$ cat src/rtl/fifo_mem_ctrl_pkg.sv
// Shared types and defaults for the FIFO memory sequencer and its arbiter.
package fifo_mem_ctrl_pkg;

  localparam int DATA_W_DEF = 8;
  localparam int ADDR_W_DEF = 3;

  function automatic int depth_of(input int addr_w);
    return 1 << addr_w;
  endfunction

  localparam int DEPTH = depth_of(ADDR_W_DEF);

  typedef enum logic {
    GNT_WR = 1'b0,
    GNT_RD = 1'b1
  } grant_e;

endpackage

$ cat src/rtl/fifo_mem_ctrl_rr_arbiter2.sv
// Two-request round-robin arbiter: the request that was not served last wins a tie.
module rr_arbiter2
  import fifo_mem_ctrl_pkg::*;
(
  input  logic clk,
  input  logic reset,
  input  logic i_req_wr,
  input  logic i_req_rd,
  output logic o_gnt_wr,
  output logic o_gnt_rd,
  output logic o_prio_rd
);

  grant_e r_last_grant;

  // History only moves on an actual grant, so idle cycles keep the turn order.
  always_ff @(posedge clk or negedge reset) begin
    if (!reset) begin
      r_last_grant <= GNT_WR;
    end else if (o_gnt_wr) begin
      r_last_grant <= GNT_WR;
    end else if (o_gnt_rd) begin
      r_last_grant <= GNT_RD;
    end
  end

  assign o_prio_rd = (r_last_grant == GNT_WR);
  assign o_gnt_wr  = i_req_wr && !(i_req_rd && o_prio_rd);
  assign o_gnt_rd  = i_req_rd && !o_gnt_wr;

endmodule

$ cat src/rtl/fifo_mem_ctrl.sv
// Circular-FIFO sequencer for a single-port register-file memory with a 1-entry output register.
// Optional statistics ports (stall_cnt, max_level) are built when FIFO_STATS_EN is defined.
module fifo_mem_ctrl
  import fifo_mem_ctrl_pkg::*;
#(
  parameter int DATA_W = DATA_W_DEF,
  parameter int ADDR_W = ADDR_W_DEF
) (
  input  logic              clk,
  input  logic              reset,
  input  logic              flush,
  input  logic [DATA_W-1:0] in_data,
  input  logic              in_valid,
  output logic              in_ready,
  output logic [DATA_W-1:0] out_data,
  output logic              out_valid,
  input  logic              out_ready,
  output logic [DATA_W-1:0] mem_I,
  output logic [ADDR_W-1:0] mem_address,
  output logic              mem_write,
  output logic              mem_read,
  output logic              mem_chipselect,
  input  logic [DATA_W-1:0] mem_O,
`ifdef FIFO_STATS_EN
  output logic [7:0]        stall_cnt,
  output logic [ADDR_W:0]   max_level,
`endif
  output logic [ADDR_W:0]   level,
  output logic              full,
  output logic              empty
);

  localparam logic [ADDR_W:0] FULL_CNT = (ADDR_W+1)'(depth_of(ADDR_W));
  localparam logic [ADDR_W:0] CNT_ONE  = (ADDR_W+1)'(1);
  localparam logic [ADDR_W-1:0] PTR_ONE = ADDR_W'(1);

  logic [ADDR_W-1:0] r_wr_ptr;
  logic [ADDR_W-1:0] r_rd_ptr;
  logic [ADDR_W:0]   r_mem_count;
  logic [DATA_W-1:0] r_out_data;
  logic              r_out_valid;

  logic              w_full;
  logic              w_want_rd;
  logic              w_prio_rd;
  logic              w_req_wr;
  logic              w_req_rd;
  logic              w_grant_wr;
  logic              w_grant_rd;
  logic [ADDR_W:0]   w_level;

  assign w_full    = (r_mem_count == FULL_CNT);
  assign w_want_rd = (r_mem_count != '0) && (!r_out_valid || out_ready);
  assign w_req_wr  = in_valid && !flush && !w_full;
  assign w_req_rd  = !flush && w_want_rd;
  assign w_level   = r_mem_count + {{ADDR_W{1'b0}}, r_out_valid};

  rr_arbiter2 u_arb (
    .clk       (clk),
    .reset     (reset),
    .i_req_wr  (w_req_wr),
    .i_req_rd  (w_req_rd),
    .o_gnt_wr  (w_grant_wr),
    .o_gnt_rd  (w_grant_rd),
    .o_prio_rd (w_prio_rd)
  );

  // Ready is advertised without looking at in_valid so the producer never sees a loop.
  assign in_ready = !flush && !w_full && !(w_want_rd && w_prio_rd);

  assign mem_write      = w_grant_wr && reset;
  assign mem_read       = w_grant_rd && reset;
  assign mem_chipselect = w_grant_rd && reset;
  assign mem_address    = w_grant_wr ? r_wr_ptr : r_rd_ptr;
  assign mem_I          = in_data;

  always_ff @(posedge clk or negedge reset) begin
    if (!reset) begin
      r_wr_ptr    <= '0;
      r_rd_ptr    <= '0;
      r_mem_count <= '0;
      r_out_data  <= '0;
      r_out_valid <= 1'b0;
    end else if (flush) begin
      r_wr_ptr    <= '0;
      r_rd_ptr    <= '0;
      r_mem_count <= '0;
      r_out_valid <= 1'b0;
    end else begin
      if (w_grant_wr) begin
        r_wr_ptr <= r_wr_ptr + PTR_ONE;
      end
      // A refill in the same cycle as a pop keeps out_valid high.
      if (w_grant_rd) begin
        r_out_data  <= mem_O;
        r_out_valid <= 1'b1;
        r_rd_ptr    <= r_rd_ptr + PTR_ONE;
      end else if (r_out_valid && out_ready) begin
        r_out_valid <= 1'b0;
      end
      case ({w_grant_wr, w_grant_rd})
        2'b10:   r_mem_count <= r_mem_count + CNT_ONE;
        2'b01:   r_mem_count <= r_mem_count - CNT_ONE;
        default: r_mem_count <= r_mem_count;
      endcase
    end
  end

  assign out_data  = r_out_data;
  assign out_valid = r_out_valid;
  assign level     = w_level;
  assign full      = w_full;
  assign empty     = (w_level == '0);

`ifdef FIFO_STATS_EN
  logic [7:0]      r_stall_cnt;
  logic [ADDR_W:0] r_max_level;

  always_ff @(posedge clk or negedge reset) begin
    if (!reset) begin
      r_stall_cnt <= '0;
      r_max_level <= '0;
    end else if (flush) begin
      r_stall_cnt <= '0;
      r_max_level <= '0;
    end else begin
      if (in_valid && !in_ready && (r_stall_cnt != 8'hFF)) begin
        r_stall_cnt <= r_stall_cnt + 8'd1;
      end
      if (w_level > r_max_level) begin
        r_max_level <= w_level;
      end
    end
  end

  assign stall_cnt = r_stall_cnt;
  assign max_level = r_max_level;
`endif

endmodule
$ cat config.mk
export PLATFORM = sky130hd
export DESIGN_NAME = fifo_mem_ctrl
export DESIGN_NICKNAME = d
export VERILOG_FILES = /design/src/rtl/fifo_mem_ctrl_pkg.sv /design/src/rtl/fifo_mem_ctrl_rr_arbiter2.sv /design/src/rtl/fifo_mem_ctrl.sv
export SDC_FILE = /design/constraint.sdc
export NUM_CORES = 1
export LEC_CHECK = 0
export CELL_PAD_IN_SITES_DETAIL_PLACEMENT = 2
export CELL_PAD_IN_SITES_GLOBAL_PLACEMENT = 2
export CORE_ASPECT_RATIO = 0.8
export CORE_MARGIN = 8
export CORE_UTILIZATION = 25
export CTS_CLUSTER_SIZE = 40
export DETAILED_ROUTE_END_ITERATION = 10
export PLACE_DENSITY_LB_ADDON = 0.1
export REMOVE_ABC_BUFFERS = 1
export SLEW_MARGIN = 5
export SYNTH_ARGS = -nofsm -noshare
export SYNTH_HDL_FRONTEND = slang
export SYNTH_HIERARCHICAL = 1
export SYNTH_SLANG_ARGS = --single-unit
$ cat constraint.sdc
create_clock -name clk -period 3.1 [get_ports clk]
set_clock_uncertainty 0.05 [all_clocks]
set_input_delay 0.465 -clock clk [delete_from_list [all_inputs] [get_ports clk]]
set_output_delay 0.465 -clock clk [all_outputs]
set_load 0.005 [all_outputs]
Yosys cells after proc, flatten, opt, wreduce, memory -nomap -nowiden
Cells that the tools add are included.

storage, ports and cells
  register bits = 20
  input port bits = 21
  output and inout port bits = 30
  word-level logic and storage cells = 56

cells by class
  add/subtract/negate cells = 5
  equality and inequality tests = 3
  multiplexer cells = 12
  bitwise logic cells = 2
  reduce and logical (&&, ||, !) cells = 28

operator list
  kind                                               number
  two-way mux 3 bit                                  5
  logical AND 1 bit                                  13
  case mux 4 bit (2 select lines)                    1
  adder 3 x 1 -> 3 bit (second input constant)       2
  zero test 1 bit                                    6
  nonzero test 2 bit                                 3
  nonzero test 3 bit                                 2
  two-way mux 1 bit                                  5
  adder 4 x 1 -> 4 bit                               1
  adder 4 x 1 -> 4 bit (second input constant)       1
  == test 4 bit (second input constant)              1
  zero test 4 bit                                    1
  two-way mux 4 bit                                  1
  nonzero test 4 bit                                 1
  subtractor 4 x 1 -> 4 bit (second input constant)  1
  == test 2 x 1 -> 1 bit (second input constant)     1
  == test 2 bit (second input constant)              1
  NOT 1 bit                                          2
  AND reduction 2 bit                                1
  logical OR 1 bit                                   1

Logic depth before layout (Yosys ltp)
  word-level depth = 12
  gate-level depth with buffers = 12
  mapped depth without buffers = 10

Modules after synthesis
Netlist, hierarchy kept.

modules (own cells, without submodules)
  module         instances  cells each  area each (um^2)  sequential area each (um^2)
  fifo_mem_ctrl  1          102         1122.3            475.5
  rr_arbiter2    1          6           53.8              25.0

Least setup slack after synthesis
OpenSTA, ideal clock, no wires.

  kind = reg-to-reg
  start = reg r_mem_count[1]
  end = reg r_mem_count[3]
  library setup time = 0.128 ns
  data arrival time = 2.534 ns
  data required time = 2.922 ns
  path slack = 0.388 ns
  stages on the path, launching flop included = 12
  path buffers = 2
  clock period less this slack = 2.712 ns
  path through = dfrtp_1 -> buf_6 -> nor4b_1 -> nor3b_1 -> and2_1 -> buf_6 -> nand2b_4 -> inv_1 -> ha_1 -> o21a_1 -> o32ai_2 -> mux2_1

on the way
  elaborated cells between the ends (all ways) = 18
  those cells by class = 2 x add/sub; 3 x eq/ne; 2 x mux; 11 x reduce/logical

RTL lines
  element                                                         line                             text
  from (decl)                                                     fifo_mem_ctrl.sv:39              logic [ADDR_W:0] r_mem_count;
  from (signal assigned)                                          fifo_mem_ctrl.sv:102             2'b10: r_mem_count <= r_mem_count + CNT_ONE;
  from (signal assigned)                                          fifo_mem_ctrl.sv:103             2'b01: r_mem_count <= r_mem_count - CNT_ONE;
  from (signal assigned)                                          fifo_mem_ctrl.sv:104             default: r_mem_count <= r_mem_count;
  == test 4 bit (*)                                               fifo_mem_ctrl.sv:52              assign w_full = (r_mem_count == FULL_CNT);
  named net full                                                  fifo_mem_ctrl.sv:29              output logic full,
  zero test 1 bit (*)                                             fifo_mem_ctrl.sv:54              assign w_req_wr = in_valid && !flush && !w_full;
  logical AND 1 bit (*)                                           fifo_mem_ctrl.sv:54
  named net w_req_wr                                              fifo_mem_ctrl.sv:46              logic w_req_wr;
  logical AND 1 bit (*)                                           fifo_mem_ctrl_rr_arbiter2.sv:28  assign o_gnt_wr = i_req_wr && !(i_req_rd && o_prio_rd);
  named net w_grant_wr                                            fifo_mem_ctrl.sv:48              logic w_grant_wr;
  zero test 1 bit                                                 fifo_mem_ctrl_rr_arbiter2.sv:29  assign o_gnt_rd = i_req_rd && !o_gnt_wr;
  logical AND 1 bit                                               fifo_mem_ctrl_rr_arbiter2.sv:29
  == test 2 x 1 -> 1 bit / == test 2 bit (equally long branches)  fifo_mem_ctrl.sv:101             case ({w_grant_wr, w_grant_rd})
  case mux 4 bit (2 select lines)                                 fifo_mem_ctrl.sv:101
  two-way mux 4 bit                                               fifo_mem_ctrl.sv:84              end else if (flush) begin

Mark *: on every way through the listed nets, which the timed path passes. The rest lies on a longest branch.
A chain may end at the register's enable or synchronous reset.

Final worst setup path
  start = reg r_mem_count[3]
  end = out mem_address[0]

on the way
  elaborated cells between the ends (all ways) = 10
  those cells by class = 1 x eq/ne; 1 x mux; 8 x reduce/logical

RTL lines
  element               line                             text
  == test 4 bit         fifo_mem_ctrl.sv:52
  zero test 1 bit       fifo_mem_ctrl.sv:54
  logical AND 1 bit     fifo_mem_ctrl.sv:54
  named net w_req_wr    fifo_mem_ctrl.sv:46
  logical AND 1 bit     fifo_mem_ctrl_rr_arbiter2.sv:28
  named net w_grant_wr  fifo_mem_ctrl.sv:48
  two-way mux 3 bit     fifo_mem_ctrl.sv:74              assign mem_address = w_grant_wr ? r_wr_ptr : r_rd_ptr;
  to (decl)             fifo_mem_ctrl.sv:19              output logic [ADDR_W-1:0] mem_address,

The timed path passes the listed nets, and every way through them passes these cells.

==> flow_summary.json <==
{
  "ctsHoldBuffers": 0,
  "clk_pin_slew_ns": 0.08,
  "cp.arrival_ns": 2.43,
  "cp-end-kind": "primary output",
  "power.leakage_uw": 0.000724,
  "grt_start_max_net_pins": 21,
  "drcViolationCount": 0,
  "rr_startpoint": "r_mem_count[2]$_DFFE_PN0P_",
  "critPathMostFrequentCell": "buf_4",
  "worst_pin_slew_ns": 0.330,
  "cp_top_family": "buffers and inverters",
  "cts_tree": "yes",
  "post-place-ws_ns": 0.0290,
  "final_design_area_no_fill_um2": 1660,
  "hold_end": "out_data[1]$_DFFE_PN0P_",
  "grt_pass1_vias": 1084,
  "layout_worst_path_cycle_share": 0.949,
  "slew-limit-headroom": 0.779,
  "final.fill_count": 493,
  "vias": 926,
  "r2r_slack_ns": 0.39,
  "initial_core_util": 0.257,
  "die-area_um2": 7170,
  "n_antenna_cell": 0,
  "ys_types": 31,
  "grt_overflow": 0,
  "drive_gt1_frac": 0.218,
  "hpwl_mm": 2.58,
  "yosys-top-cells-area": "dfrtp_1 (43%), mux2_2 (11%), buf_4 (6.4%)",
  "root_buffer": "clkbuf_8",
  "worstSkewPairLatency_ns": 0.26,
  "placed_area_um2": 1560,
  "synth-seq-cells": 20,
  "wire_per_inst_um": 16.2,
  "layout_commonest_cell": "clkdlybuf4s50_1",
  "avgSynthCellArea_um2": 10.9,
  "cp.required_ns": 2.58,
  "crit_chain": "nor4b_1 > buf_4 > nor3b_2 > and2_4 > buf_4 > mux2_2 > clkdlybuf4s50_1",
  "finalCriticalPeriod_ns": 2.94,
  "place.gp.congestion": 0.735,
  "start_kind": "register",
  "critical_path_class": "register to primary output",
  "dr.pass1.iters": 2,
  "grt_first_pass_wirelength_mm": 5.51,
  "yosysWarnings": 6,
  "core_um2": 4570,
  "portBuffers": 34,
  "max_freq_mhz": 340,
  "crit_path_max_incr_delay_ns": 0.46,
  "synthCells": 108,
  "min_from": "out_data[1]$_DFFE_PN0P_",
  "setup_viol": 0,
  "drt_iter0_drc": 10,
  "die_w_um": 92.7,
  "critPathSlowestCell": "dfrtp_1",
  "wl_mm": 3.27,
  "pwr_density_cell_nw_per_um2": 932,
  "cap_violations": 0,
  "die_h_um": 77.4,
  "critPathLaunch": "r_mem_count[3]$_DFFE_PN0P_",
  "clock_sinks": 20,
  "ctsLongestPathBuffers": 2,
  "fin_ws_ns": 0.157,
  "antenna_found_initial": 0,
  "yosysSeqAreaShare": 0.426,
  "layout.nets": 170,
  "min_path_cells": 1,
  "rows": 22,
  "final_cell_mix": "clkdlybuf4s50_1 (34), dfrtp_1 (19), nor2_1 (12)",
  "hold_viol_final": 0,
  "reg2reg_depth": 11,
  "vias_per_cell": 4.58,
  "peakVddDrop_v": 0.000250,
  "status": "completed",
  "io-pin-count": 51,
  "fin_tns_setup_ns": 0,
  "yosys.area.top_type": "dfrtp_1",
  "area_growth_pct": 40.7,
  "synth_area_um2": 1180,
  "r2r-end": "r_mem_count[3]$_DFFE_PN0P_",
  "htreeDepth": 1,
  "drv_slew": 0,
  "grt_use_total": 0.0945,
  "final_antenna_net_count": 0,
  "critPathBufInv": 3,
  "crit_fanout": 6,
  "rsz0062_at_grt": "false",
  "hp-class": "register to register",
  "synth_top_area_share": 0.426,
  "numCtsBuffers": 3
}
[metrics by stage]
step / power (uW) / std cells / hold slack (ns) / util
2_1_floorplan: 830 / 94 / 0.119 / -
3_3_place_gp: 1240 / 198 / 0.440 / 0.341
3_5_place_dp: 1270 / 198 / 0.449 / 0.341
4_1_cts: 1550 / 202 / 0.471 / 0.358
5_1_grt: 1660 / 202 / 0.481 / 0.362
6_report: 1540 / 202 / 0.462 / 0.362
[worst max path at each step]
stage                                  to  depth (start not counted)
2_1_floorplan  r_mem_count[3]$_DFFE_PN0P_                          9
3_3_place_gp               mem_address[0]                          6
3_5_place_dp               mem_address[0]                          6
4_1_cts                    mem_address[0]                          7
5_1_grt                          mem_read                          7
6_report                   mem_address[0]                          7
[routing by layer]
| metal | track usage | routed length, um | vias up |
|---|---|---|---|
| met3 | 0.0394 | 203 | 2 |
| met4 | 0.0128 | 10 | 0 |
| li1 | - | - | 425 |
| met2 | 0.170 | 1670 | 33 |
| met1 | 0.104 | 1390 | 466 |
| met5 | 0 | 0 | - |
[registers in the layout, summed over array words and instances (netlist names)]
signal / count
out_valid: 1
r_wr_ptr: 3
r_rd_ptr: 3
r_mem_count: 4
out_data: 8
u_arb/r_last_grant: 1
[Yosys cell counts (all sizes together)]
library cell  instances
nor3                  2
xor2                  6
o32ai                 1
dfrtp                20
o21a                  1
inv                   2
nand3                 2
mux2                 12
o22ai                 1
a211oi                2
buf                  13
a21boi                1
clkbuf                1
ha                    6
nor4                  2
a21oi                 1
nand2                 3
nor2                 12
nor2b                 3
o21ai                 1
nor4b                 1
and2                  4
xnor2                 4
nand2b                3
mux2i                 2
a31oi                 1
nor3b                 1
[cell families (layout without fill, tap and decap cells)]
group,after synthesis,after routing,share of synthesized area
adder cells (fa/ha/maj),6,6,0.0638
buffers and inverters,16,50,0.0968
flip-flops,20,20,0.426
AND/OR/NAND/NOR,33,33,0.149
XOR/XNOR,10,10,0.0745
AO/OA/AOI/OAI,9,9,0.0585
multiplexers,14,14,0.132
[worst register-to-register path, stage by stage (launching register included)]
cell and delay [ns]:
dfrtp_1 0.45, nor4b_1 0.34, buf_4 0.19, nor3b_2 0.06
a21boi_0 0.19, buf_4 0.21, nand2b_4 0.09, inv_1 0.08
ha_1 0.28, o21a_1 0.14, o32ai_2 0.20, mux2_1 0.34
[power by group]
part	switching, uW	internal [uW]	leakage, uW
sequential	88.6	359	0.000255
clock	92.6	172	0.0000357
combinational	332	499	0.000434
total	513	1030	0.000724
[what timing repair did]
action | in CTS | in global routing
setup endpoints to repair | 3 | 3
resized for setup | 2 | 3
pin swaps | 0 | 0
buffers inserted | 0 | 0
[cell type report]
type,instances,area [um^2],share of cell area
inverters,2,7.51,0.00454
flip-flops and latches,20,502,0.303
clock buffers,3,41.3,0.0249
repair buffers,44,415,0.251
clock inverters,1,30.0,0.0181
well taps,60,75.1,0.0454
multi-input cells,72,584,0.353
Note: power is estimated with default switching activity, not from simulation.
